<file path="config.mk">
export PLATFORM = sky130hd
export DESIGN_NAME = sequence_player
export DESIGN_NICKNAME = d
export VERILOG_FILES = /design/src/rtl/sequence_player.sv
export SDC_FILE = /design/constraint.sdc
export NUM_CORES = 1
export LEC_CHECK = 0
export BUFFER_PORTS_ARGS = -buffer_cell sky130_fd_sc_hd__buf_2
export CORE_ASPECT_RATIO = 1.2
export CORE_MARGIN = 5
export CORE_UTILIZATION = 50
export CTS_BUF_LIST = sky130_fd_sc_hd__clkbuf_2
export CTS_CLUSTER_SIZE = 12
export DETAILED_ROUTE_END_ITERATION = 16
export GPL_TIMING_DRIVEN = 0
export PLACE_DENSITY_LB_ADDON = 0.1
export SLEW_MARGIN = 20
export SYNTH_ARGS = -nofsm -noshare
export SYNTH_HDL_FRONTEND = slang
export SYNTH_SLANG_ARGS = --single-unit
</file>
<file path="constraint.sdc">
create_clock -name clock -period 2 [get_ports clock]
set_input_delay 0.2 -clock clock [delete_from_list [all_inputs] [get_ports clock]]
set_output_delay 0.2 -clock clock [all_outputs]
set_load 0.03 [all_outputs]
</file>
<file path="src/rtl/sequence_player.sv">
// Genius game playback engine: shows the current round's colour sequence on
// four LEDs, one CLKHZ period lit and one period blank per step. Colours come
// from an 8-bit LFSR reloaded from a captured seed, so each round replays the
// previous round's prefix.
module sequence_player #(
  parameter int          MAX_ROUND = 15,
  parameter logic [7:0]  SEED      = 8'hA5
) (
  input  logic       clock,
  input  logic       reset,
  input  logic       CLKHZ,
  input  logic       start,
  input  logic [3:0] round,
  input  logic       new_seed,
  output logic       busy,
  output logic       done,
  output logic [3:0] led,
  output logic [1:0] step_color,
  output logic [3:0] step_idx
);

  typedef enum logic [2:0] {
    S_IDLE,
    S_ALIGN,
    S_ON,
    S_OFF,
    S_DONE
  } state_t;

  state_t     state_q;
  logic       clkhz_q;
  logic [7:0] seed_q;
  logic [7:0] free_q;
  logic [7:0] play_q;
  logic [3:0] rlen_q;
  logic [3:0] idx_q;
  logic [1:0] color_q;
  logic [3:0] led_q;
  logic       busy_q;
  logic       done_q;

  logic       tick;
  logic [7:0] free_d;
  logic [7:0] play_d;
  logic [3:0] rlen_d;

  function automatic logic [7:0] lfsr_next(input logic [7:0] q);
    return {q[6:0], q[7] ^ q[5] ^ q[4] ^ q[3]};
  endfunction

  function automatic logic [3:0] onehot(input logic [1:0] c);
    return 4'b0001 << c;
  endfunction

  // Rising edge of the slow rate marks one period boundary.
  assign tick   = CLKHZ & ~clkhz_q;
  assign free_d = lfsr_next(free_q);
  assign play_d = lfsr_next(play_q);

  // Round length: zero plays a single step, oversize rounds are clamped.
  always_comb begin
    rlen_d = round;
    if (round == 4'd0) begin
      rlen_d = 4'd1;
    end else if (int'(round) > MAX_ROUND) begin
      rlen_d = 4'(MAX_ROUND);
    end
  end

  // Playback FSM with registered outputs, free-running LFSR and seed capture.
  always_ff @(posedge clock) begin
    if (reset) begin
      state_q <= S_IDLE;
      clkhz_q <= 1'b0;
      seed_q  <= SEED;
      free_q  <= SEED;
      play_q  <= SEED;
      rlen_q  <= 4'd1;
      idx_q   <= 4'd0;
      color_q <= 2'd0;
      led_q   <= 4'b0000;
      busy_q  <= 1'b0;
      done_q  <= 1'b0;
    end else begin
      clkhz_q <= CLKHZ;
      free_q  <= free_d;
      case (state_q)
        S_IDLE: begin
          busy_q <= 1'b0;
          done_q <= 1'b0;
          led_q  <= 4'b0000;
          if (new_seed) begin
            // An all-zero LFSR would lock up, so fall back to the default seed.
            seed_q <= (free_q == 8'd0) ? SEED : free_q;
          end
          if (start) begin
            // Playback uses the seed held before any same-cycle capture.
            rlen_q  <= rlen_d;
            play_q  <= seed_q;
            idx_q   <= 4'd0;
            busy_q  <= 1'b1;
            state_q <= S_ALIGN;
          end
        end
        S_ALIGN: begin
          // Wait for a period boundary so the first lit phase is a full period.
          if (tick) begin
            led_q   <= onehot(play_q[1:0]);
            color_q <= play_q[1:0];
            state_q <= S_ON;
          end
        end
        S_ON: begin
          if (tick) begin
            led_q   <= 4'b0000;
            state_q <= S_OFF;
          end
        end
        S_OFF: begin
          if (tick) begin
            if (idx_q == rlen_q - 4'd1) begin
              done_q  <= 1'b1;
              state_q <= S_DONE;
            end else begin
              idx_q   <= idx_q + 4'd1;
              play_q  <= play_d;
              led_q   <= onehot(play_d[1:0]);
              color_q <= play_d[1:0];
              state_q <= S_ON;
            end
          end
        end
        S_DONE: begin
          done_q  <= 1'b0;
          busy_q  <= 1'b0;
          state_q <= S_IDLE;
        end
        default: begin
          busy_q  <= 1'b0;
          done_q  <= 1'b0;
          led_q   <= 4'b0000;
          state_q <= S_IDLE;
        end
      endcase
    end
  end

  assign busy       = busy_q;
  assign done       = done_q;
  assign led        = led_q;
  assign step_color = color_q;
  assign step_idx   = idx_q;

endmodule
</file>
# ---- Yosys cells after proc, flatten, opt, wreduce, memory -nomap -nowiden
# Index checks and enable logic that the tools add are counted.
dict set report totals {
  reg_bits 44
  elab_cells 80
  in_bits 9
  output_inout_bits 12
}
dict set report classes {
  n_mux 30
  addsub 2
  bitwise_logic 10
  reduce_logical 14
  shift 2
  eq_ne 11
}
# cell count
set op_table {}
lappend op_table {{$mux W4} 8}
lappend op_table {{$mux W8} 4}
lappend op_table {{$pmux W4 S4} 1}
lappend op_table {{$pmux W8 S2} 1}
lappend op_table {{$mux W3} 5}
lappend op_table {{$ne A2 B2 Y1 const B} 6}
lappend op_table {{$pmux W3 S4} 1}
lappend op_table {{$reduce_and A4 Y1} 3}
lappend op_table {{$logic_not A8 Y1} 1}
lappend op_table {{$pmux W4 S2} 1}
lappend op_table {{$shl A1 B2 Y4 const A} 2}
lappend op_table {{$eq A3 B2 Y1 const B} 2}
lappend op_table {{$mux W2} 3}
lappend op_table {{$xor A1 B1 Y1} 6}
lappend op_table {{$reduce_and A5 Y1} 1}
lappend op_table {{$add A4 B1 Y4 const B} 1}
lappend op_table {{$eq A4 B4 Y1} 1}
lappend op_table {{$logic_not A4 Y1} 1}
lappend op_table {{$pmux W1 S2} 2}
lappend op_table {{$pmux W2 S2} 1}
lappend op_table {{$reduce_and A2 Y1} 2}
lappend op_table {{$reduce_bool A2 Y1} 2}
lappend op_table {{$sub A4 B1 Y4 const B} 1}
lappend op_table {{$eq A3 B1 Y1 const B} 1}
lappend op_table {{8 further kinds} 12}

# ---- Longest topological paths before layout
# Gate-level depths: netlist of the first run.
dict set report logic_depth {
  depth_word 7
  ltp_mapped 7
  ltp_nobuf 7
}

# ---- Worst setup path after synthesis of the first run
# No wires, ideal clock.
dict set report synth_path {
  path_kind {reg-to-reg}
  start {register idx_q[2] (netlist: step_idx[2])}
  end {register idx_q[1] (netlist: step_idx[1])}
  stages_incl_launch_ff 6
  slack_ns 0.007
  t_required_ns 1.884
  setup_time_ns 0.116
  arrival_ns 1.877
  n_path_buf 0
  cell_sequence {dfxtp_1 xor3_2 nor3_4 a21o_2 nand2_1 a41o_1}
}
dict set report synth_between {
  elab_chain_len 3
}
# item line
set synth_lines {}
lappend synth_lines {{start: declaration} 36} ;# logic [3:0] idx_q;
lappend synth_lines {{start signal: assignment} 125} ;# idx_q <= idx_q + 4'd1;
lappend synth_lines {{$eq A4 B4 Y1} 121} ;# if (idx_q == rlen_q - 4'd1) begin
lappend synth_lines {{$ne A2 B2 Y1 (no source line)} -}
lappend synth_lines {{$reduce_and A4 Y1 (no source line)} -}
# No other way between the ends.
# A chain may end at the register's enable or synchronous reset.

# ---- Worst setup path after layout of the first run
dict set report layout_path {
  start {register rlen_q[0]}
  end {register idx_q[1] (netlist: step_idx[1])}
}
dict set report layout_between {
  elab_chain_len 4
}
# item line
set layout_lines {}
lappend layout_lines {{start: declaration} 35} ;# logic [3:0] rlen_q;
lappend layout_lines {{start signal: assignment} 98} ;# rlen_q <= rlen_d;
lappend layout_lines {{$sub A4 B1 Y4} 121}
lappend layout_lines {{$eq A4 B4 Y1} 121}
lappend layout_lines {{$ne A2 B2 Y1 (no source line)} -}
lappend layout_lines {{$reduce_and A4 Y1 (no source line)} -}
# No other way between the ends.

==> results of run 1 <==
[final timing paths]
check	start	to	slack, ns	cells after the start
setup / recovery	rlen_q[0]$_SDFFE_PP1P_	step_idx[1]$_SDFFE_PP0P_	0.11	7
hold / removal	round[1]	rlen_q[1]$_SDFFE_PP0P_	0.009	3
setup reg to reg	rlen_q[0]$_SDFFE_PP1P_	step_idx[1]$_SDFFE_PP0P_	0.11	7
hold reg to reg	led[1]$_SDFFE_PP0P_	led[1]$_SDFFE_PP0P_	0.47	2
[cell families (layout without fill, tap and decap cells)]
logic type / Yosys count / count (layout) / share of synthesized area
xor+xnor: 11 / 11 / 0.0576
flops: 44 / 44 / 0.451
fa+ha+maj: 2 / 2 / 0.0128
buf+inv: 15 / 47 / 0.0301
simple gates: 91 / 91 / 0.241
compound gates: 40 / 40 / 0.141
mux: 13 / 13 / 0.0666
[per-stage QoR]
step	instances	utilization	instance area (µm²)
after global placement	289	0.550	2120
after CTS	301	0.578	2220
after global routing	302	0.594	2290
after floorplan	216	-	1950
final	302	0.594	2290
after detailed placement	289	0.550	2120
[state kept, by name, indices dropped and copies added (netlist names)]
register    count
clkhz_q         1
state_q         3
free_q          8
play_q          8
busy            1
seed_q          8
led             4
rlen_q          4
step_idx        4
step_color      2
done            1
[what timing repair did]
action                     4_1_cts  5_1_grt
hold endpoints to repair         4        0
setup endpoints to repair        3       21
pin swaps                        0        1
hold buffers                     4        0
gates resized for setup          1       14
buffers inserted                 0        2
[worst register-to-register path, delay by kind of cell (launching register included)]
| kind | cells | cell delay (ns) |
|---|---|---|
| buffers and inverters | 1 | 0.06 |
| AOI/OAI and AO/OA | 2 | 0.50 |
| xor gates and xnor gates | 1 | 0.16 |
| and+or+nand+nor | 2 | 0.39 |
| DFF | 1 | 0.38 |
| adders and majority gates | 1 | 0.33 |
[power by group]
group	total, mW	internal (mW)	switching [mW]
logic	0.344	0.151	0.192
clock network	0.509	0.215	0.294
registers	0.982	0.937	0.0451
total	1.83	1.30	0.532
[Yosys cell counts, types with 3 or more instances]
library cell,instances,area (µm²)
nand3b_1,4,30.0
o211a_1,3,30.0
inv_1,3,11.3
a21oi_1,11,55.1
nor3_1,5,25.0
clkbuf_1,10,37.5
a41oi_1,3,26.3
o22ai_1,4,25.0
nand2_1,34,128
and2_1,4,25.0
nor2_1,12,45.0
nor2b_1,7,43.8
mux2i_1,13,130
xnor2_1,5,43.8
dfxtp_1,44,881
nand3_1,4,20.0
nor4_1,5,31.3
xor2_1,5,43.8
o21ai_0,6,30.0
or2_2,4,25.0
[layer usage]
layer	vias to the layer above	wire length [µm]	global-route usage
met1	743	1920	0.205
li1	827	-	-
met2	30	2000	0.279
met5	-	0	0
met4	0	80	0.0710
met3	9	193	0.0429
[cell type report]
class                   instances  area, µm²  share of cell area
inverters                       3       11.3             0.00493
well taps                      54       67.6              0.0296
clock inverters                 2       35.0              0.0153
repair buffers                 25        150              0.0657
flip-flops and latches         44        885               0.387
clock buffers                   6       30.0              0.0131
multi-input cells             157       1060               0.464
plain buffers                  11       46.3              0.0203
==> results by group, run 1 <==
Outcome
  • Outcome: finished clean

Route
  • Routed vias/inst: 5.33
  • First-pass iteration count of the detailed router: 4
  • Post-DR wirelength/cell: 13.9 µm
  • WL final: 4190 µm
  • # DRC: 0
  • Via count: 1609
  • Drt first-iter violations: 91
  • Antenna Nets Post-Route: 0

Final layout
  • Share of cells above drive strength 1: 0.218
  • Commonest non-fill, non-tap cell in the layout: dfxtp_1
  • Most frequent cells in the layout: dfxtp_1, nand2_1, buf_2
  • Layout area overhead: 17.0%
  • # diodes: 0
  • Fill cells: 376
  • Final layout net count: 258

Worst setup path
  • Startpoint types: flop
  • Worst path bufs/invs: 1
  • Critical path type: flop to flop
  • Worst-path fanout max: 8
  • Worst path cell trace: inv_1 > ha_1 > xnor2_2 > nor3_4 > a21o_2 > nand2_4 > a41o_1
  • Data required, critical path: 2.34 ns
  • CP top delay family: compound AO/OA/AOI/OAI gates
  • Critical-path top delay cell: dfxtp_2
  • CP max stage delay: 0.38 ns
  • Crit path DAT: 2.23 ns
  • Critical Path Sink Type: flop

Global routing
  • Number of global-route vias before repair: 1550
  • Initial antenna violation count: 0
  • First-pass GRT wire length: 6870 µm
  • Largest net degree at the start of global routing: 14
  • Total gr overflow: 0
  • GRT Util Overall: 0.169

Logic synthesis
  • Ys flop type: dfxtp_1
  • Yosys reg bits: 44
  • Cells after Synth: 216
  • Syn Area/Cell: 9.05 µm²
  • Yosys cell types: 44
  • Post-synth EDFFs: 0
  • Async S/R FF share, synth: 0
  • Sequential element share of the synthesized area: 0.451
  • Post-Syn Nets: 227
  • Synthesized cell area: 1950 µm²
  • Syn. warnings: 0

Die
  • Row Count: 25
  • Core footprint: 3850 µm²
  • Die ar.: 5260 µm²
  • Die X: 67.1 µm
  • Initial Util: 0.508
  • Ports: 21
  • Die Ht: 78.5 µm

STA
  • Max-slew violations: 0
  • Period Utilization, post-route: 0.946
  • Fmax: 0.529 GHz
  • Clock Skews: 0.0342 ns
  • Hold Vio Cnt, Final: 0
  • # setup viols final: 0
  • Final setup margin: 0.108 ns
  • Post-Route Setup TNS: 0 ns
  • Final min period: 1.89 ns
  • Worst-margin pin slew: 0.544 ns
  • Relative max-transition margin: 0.637
  • Hold Worst Slack: 0.00907 ns

Clocking
  • Clk slew on worst S/H paths: 0.21 ns
  • Root Driver: clkbuf_2
  • Clk buf depth: 2
  • H-tree depth: 2
  • Worst-skew pair later-pin latency: 0.43 ns
  • Num CTS Buffers: 5
  • CTS tree: built
  • Clock sink total: 44

Place
  • Port Buf Inserts: 19
  • DP HPWL: 2900 µm
  • Place WS: 0.00255 ns
  • RePlAce Congestion: 0.775

Power and ir drop
  • Worst vdd ir: 426 µV
  • Pwr Total: 1.83 mW
  • Pwr/cell area: 803 nW/µm²
  • Leakage power: 0.947 nW

Flow run
  • Max-cap viol count: 0

Min path
  • HP Class: primary input to flop
Power figures use the tool's default switching activity.
==> run 2: changes to the inputs <==
--- a/config.mk
+++ b/config.mk
@@ -6,9 +6,11 @@
 export NUM_CORES = 1
 export LEC_CHECK = 0
 export BUFFER_PORTS_ARGS = -buffer_cell sky130_fd_sc_hd__buf_2
+export CELL_PAD_IN_SITES_DETAIL_PLACEMENT = 1
+export CELL_PAD_IN_SITES_GLOBAL_PLACEMENT = 2
 export CORE_ASPECT_RATIO = 1.2
 export CORE_MARGIN = 5
-export CORE_UTILIZATION = 50
+export CORE_UTILIZATION = 37
 export CTS_BUF_LIST = sky130_fd_sc_hd__clkbuf_2
 export CTS_CLUSTER_SIZE = 12
 export DETAILED_ROUTE_END_ITERATION = 16
==> constraint.sdc (replaced) <==
create_clock -name clock -period 1.9 [get_ports clock]
set_input_delay 0.19 -clock clock [delete_from_list [all_inputs] [get_ports clock]]
set_output_delay 0.19 -clock clock [all_outputs]
set_load 0.03 [all_outputs]
==> run 2 against run 1 <==
Sequential share of layout area is 0.48 points lower. Utilization is 15 points lower. Flip-flop and latch count stayed put. Non-clock buffer count is 1 higher. Combinational power is 13% higher. Count of clock-buffer cells in the layout stayed put. Hold slack better by 0.062 ns. Sequential power is 5% higher. Highest routed layer unchanged.
==> results by group, run 2 (same netlist as run 1, synthesis figures left out) <==
Outcome
  • Outcome: finished clean

Worst setup path
  • Worst r2r src: step_idx[2]$_SDFFE_PP0P_
  • Crit path DAT: 2.17 ns
  • Worst-path fanout max: 8
  • Crit path from: step_idx[2]$_SDFFE_PP0P_
  • Worst Reg2Reg Path Length in Cells: 5
  • Startpoint types: flop
  • Data required, critical path: 2.23 ns
  • R2R Setup Slk: 0.05 ns
  • Critical path type: flop to flop
  • Critical Path Sink Type: flop
  • Worst flop-to-flop path endpoint: step_idx[1]$_SDFFE_PP0P_

Flow run
  • Max-cap viol count: 0

Final layout
  • Commonest non-fill, non-tap cell in the layout: dfxtp_1
  • Util after Layout: 0.444
  • Layout area overhead: 18.8%
  • Most frequent cells in the layout: dfxtp_1, nand2_1, buf_2
  • Largest registers: free_q x8, play_q x8, seed_q x8
  • Fill cells: 641
  • # diodes: 0
  • Share of cells above drive strength 1: 0.233
  • Final layout net count: 259
  • Final Instance Area: 2320 µm²

Clocking
  • Clk buf depth: 2
  • Clk slew on worst S/H paths: 0.22 ns
  • Root Driver: clkbuf_2
  • H-tree depth: 2
  • Worst-skew pair later-pin latency: 0.42 ns
  • CTS tree: built
  • Num CTS Buffers: 5
  • Clock sink total: 44

Die
  • Die ar.: 6840 µm²
  • Core footprint: 5230 µm²
  • Row Count: 29
  • Ports: 21
  • Initial Util: 0.374
  • Die X: 76.3 µm
  • Die Ht: 89.6 µm

STA
  • Clock Skews: 0.0235 ns
  • # setup viols final: 0
  • RSZ-0062 raised after global routing: true
  • Max-slew violations: 0
  • Hold Worst Slack: 0.0715 ns
  • Relative max-transition margin: 0.643
  • Fmax: 0.541 GHz
  • Final setup margin: 0.0526 ns
  • Worst-margin pin slew: 0.536 ns
  • Final min period: 1.85 ns
  • Hold Vio Cnt, Final: 0
  • Period Utilization, post-route: 0.972

Place
  • Cell area after placement: 2130 µm²
  • RePlAce Congestion: 0.795
  • Place WS: -0.154 ns
  • Port Buf Inserts: 19
  • DP HPWL: 3790 µm

Power and ir drop
  • Leakage power: 0.957 nW
  • Pwr/cell area: 841 nW/µm²
  • Worst vdd ir: 438 µV
  • Pwr Total: 1.95 mW

Route
  • # DRC: 0
  • Post-DR wirelength/cell: 16.2 µm
  • WL final: 5020 µm
  • Antenna Nets Post-Route: 0
  • Routed vias/inst: 5.37
  • First-pass iteration count of the detailed router: 3
  • Via count: 1671
  • Drt first-iter violations: 28

Global routing
  • Largest net degree at the start of global routing: 14
  • GRT Util Overall: 0.158
  • Number of global-route vias before repair: 1771
  • Initial antenna violation count: 0
  • Total gr overflow: 0
  • First-pass GRT wire length: 8530 µm

Min path
  • WHS Endpoint: rlen_q[0]$_SDFFE_PP1P_
  • Hold path cells: 3
  • Min-delay src: round[0]
  • HP Class: primary input to flop
==> run 2: cell types whose count changed in the layout (fill, tap and decap cells not counted), sizes merged <==
cell,before,now
clkbuf,15,14
dlygate4sd3,4,5
buf,23,24
==> run 2: worst max-delay path, cell delays in order, from the launching register on <==
cell	delay [ns]
dfxtp_4	0.42
xor3_2	0.45
nor3_4	0.28
a21o_2	0.24
nand2_4	0.10
a41o_1	0.26
==> run 2: timing repair <==
| item | in CTS | in global routing |
|---|---|---|
| pin swaps | 2 | 0 |
| hold endpoints to repair | 4 | 1 |
| endpoints found under the setup margin | 25 | 13 |
| setup buffers | 3 | 0 |
| resized for setup | 10 | 8 |
| hold buffers | 4 | 1 |
==> run 2: per-layer routing <==
metal	wire [µm]	global-route usage
met4	61	0.0556
met2	2600	0.302
met1	2220	0.172
met5	0	0
met3	143	0.0349
==> run 2: how the worst max path moves through the flow <==
stage / slack [ns] / cells past startpoint / to
2_1_floorplan: 0.05 / 5 / step_idx[1]$_SDFFE_PP0P_
3_3_place_gp: -0.10 / 7 / step_idx[1]$_SDFFE_PP0P_
3_5_place_dp: -0.15 / 7 / step_idx[1]$_SDFFE_PP0P_
4_1_cts: 0.03 / 6 / step_idx[2]$_SDFFE_PP0P_
5_1_grt: -0.06 / 5 / led[0]$_SDFFE_PP0P_
6_report: 0.05 / 5 / step_idx[1]$_SDFFE_PP0P_
==> run 2: per-stage QoR <==
step / TNS (ns) / std cells
4_1_cts: 0 / 310
5_1_grt: -0.216 / 311
6_report: 0 / 311
2_1_floorplan: 0 / 216
3_5_place_dp: -2.29 / 297
3_3_place_gp: -1.31 / 297
==> run 2: report_power, final <==
part | total, mW | switching [mW] | internal [mW] | leakage, nW
Combinational | 0.389 | 0.220 | 0.169 | 0.552
Sequential | 1.03 | 0.0475 | 0.984 | 0.362
Clock | 0.530 | 0.304 | 0.226 | 0.0430
==> run 2: area by class of cell <==
class                   instances  area, µm²  area share
multi-input cells             157       1070       0.461
flip-flops and latches         44        887       0.382
repair buffers                 27        168      0.0722
well taps                      62       77.6      0.0334
plain buffers                  10       42.5      0.0183
clock inverters                 2       35.0      0.0151
clock buffers                   6       30.0      0.0129
inverters                       3       11.3     0.00485
==> run 3: changes to the inputs <==
--- a/config.mk
+++ b/config.mk
@@ -10,8 +10,7 @@
 export CELL_PAD_IN_SITES_GLOBAL_PLACEMENT = 2
 export CORE_ASPECT_RATIO = 1.2
 export CORE_MARGIN = 5
-export CORE_UTILIZATION = 37
-export CTS_BUF_LIST = sky130_fd_sc_hd__clkbuf_2
+export CORE_UTILIZATION = 35
 export CTS_CLUSTER_SIZE = 12
 export DETAILED_ROUTE_END_ITERATION = 16
 export GPL_TIMING_DRIVEN = 0
==> run 3 against run 2 <==
Fmax down 1.4%. Non-clock buffer count down 3. Combinational power down 3%. Flip-flop and latch count unchanged. Via count unchanged. Critical path depth up 2. Cell area up 0.22%. Wire length down 1.3%.
==> results by group, run 3 (same netlist as run 1, synthesis figures left out) <==
Outcome
  • Outcome: finished clean

Die
  • Die ar.: 7180 µm²
  • Die Ht: 91.9 µm
  • Ports: 21
  • Core footprint: 5370 µm²
  • Row Count: 29
  • Die X: 78.2 µm
  • Initial Util: 0.364

STA
  • Final setup margin: 0.0260 ns
  • Fmax: 0.534 GHz
  • Hold Worst Slack: 0.109 ns
  • Relative max-transition margin: 0.626
  • Max-slew violations: 0
  • RSZ-0062 raised after global routing: true
  • Post-Route Setup TNS: 0 ns
  • Period Utilization, post-route: 0.986
  • Worst-margin pin slew: 0.557 ns
  • Clock Skews: 0.00903 ns
  • # setup viols final: 0
  • Hold Vio Cnt, Final: 0
  • Final min period: 1.87 ns

Global routing
  • Total gr overflow: 0
  • Number of global-route vias before repair: 1767
  • Largest net degree at the start of global routing: 14
  • Initial antenna violation count: 0
  • First-pass GRT wire length: 8450 µm
  • GRT Util Overall: 0.147

Worst setup path
  • R2R Setup Slk: 0.03 ns
  • Critical Path Sink Type: flop
  • Startpoint types: flop
  • Worst r2r src: rlen_q[0]$_SDFFE_PP1P_
  • Critical path type: flop to flop
  • Crit path from: rlen_q[0]$_SDFFE_PP1P_
  • Worst flop-to-flop path endpoint: led[0]$_SDFFE_PP0P_
  • Worst-path fanout max: 5
  • Data required, critical path: 2.13 ns
  • Setup crit end: led[0]$_SDFFE_PP0P_
  • Worst Reg2Reg Path Length in Cells: 7
  • Crit path DAT: 2.10 ns

Final layout
  • Share of cells above drive strength 1: 0.248
  • Final layout net count: 256
  • Most frequent cells in the layout: dfxtp_1, nand2_1, buf_2
  • # diodes: 0
  • Layout area overhead: 19.0%
  • Largest registers: free_q x8, play_q x8, seed_q x8
  • Commonest non-fill, non-tap cell in the layout: dfxtp_1

Place
  • RePlAce Congestion: 0.778
  • Port Buf Inserts: 19
  • DP HPWL: 3740 µm
  • Place WS: -0.158 ns

Route
  • Routed vias/inst: 5.43
  • First-pass iteration count of the detailed router: 4
  • Via count: 1671
  • # DRC: 0
  • Post-DR wirelength/cell: 16.1 µm
  • WL final: 4960 µm
  • Antenna Nets Post-Route: 0
  • Drt first-iter violations: 38

Clocking
  • Clock sink total: 44
  • CTS tree: built
  • Num CTS Buffers: 5
  • H-tree depth: 2
  • Worst-skew pair later-pin latency: 0.30 ns
  • Clk slew on worst S/H paths: 0.08 ns
  • Clk buf depth: 2
  • Root Driver: clkbuf_8

Min path
  • HP Class: primary input to flop

Power and ir drop
  • Worst vdd ir: 510 µV
  • Leakage power: 0.954 nW
  • Pwr/cell area: 871 nW/µm²
  • Pwr Total: 2.03 mW

Flow run
  • Max-cap viol count: 0
run 3: cell types whose count changed in the layout (fill, tap and decap cells not counted), moves of 2 or more:
| cell | change |
|---|---|
| buf_4 | +2 |
| clkbuf_2 | -6 |
| dlygate4sd3_1 | -5 |
| clkbuf_8 | +6 |
run 3: per-layer routing:
layer | vias to the layer above | track usage | share of wire
met5 | - | 0 | 0
met4 | 0 | 0.0481 | 0.016
met3 | 6 | 0.0382 | 0.034
met2 | 20 | 0.263 | 0.52
met1 | 826 | 0.169 | 0.43
li1 | 819 | - | -
run 3: worst min-delay path by stage:
stage	cells after the start	to	slack, ns	startpoint
final	2	clkhz_q$_SDFF_PP0_	0.11	CLKHZ
after global routing	2	clkhz_q$_SDFF_PP0_	0.12	CLKHZ
after CTS	2	clkhz_q$_SDFF_PP0_	0.1	CLKHZ
after detailed placement	2	clkhz_q$_SDFF_PP0_	0.43	CLKHZ
after global placement	2	clkhz_q$_SDFF_PP0_	0.41	CLKHZ
after floorplan	1	clkhz_q$_SDFF_PP0_	0.32	CLKHZ
run 3: cell type report:
class / count / area, µm²
buffer: 10 / 42.5
clock buffer: 6 / 82.6
clock inverter: 2 / 10.0
fill: 632 / 3040
inverter: 3 / 11.3
multi-input combinational: 157 / 1080
sequential: 44 / 887
tap: 62 / 77.6
timing repair buffer: 24 / 133
run 3: critical path: stages, from the launching register on:
cell and delay [ns]:
dfxtp_2 0.34, inv_2 0.08, ha_4 0.12, xor3_2 0.26, nor3_4 0.33, and2_4 0.20, a221o_2 0.23, mux2i_1 0.23
run 3: stage by stage:
stage / cell area, µm² / util / instances
2_1_floorplan: 1960 / - / 216
3_3_place_gp: 2130 / 0.396 / 297
3_5_place_dp: 2130 / 0.396 / 297
4_1_cts: 2270 / 0.423 / 306
5_1_grt: 2330 / 0.433 / 308
6_report: 2330 / 0.433 / 308
run 3: power by group:
group          leakage, nW  internal [mW]  switching (mW)
logic                0.541          0.162           0.217
registers            0.362          0.982          0.0501
clock network       0.0510          0.290           0.324
total                0.954           1.43           0.591
run 3: what timing repair did:
action	4_1_cts	5_1_grt
setup buffers	2	3
setup endpoints to repair	15	19
gates resized for setup	8	11
pin swaps	3	2
endpoints found under the hold margin	0	0
hold buffers	0	0
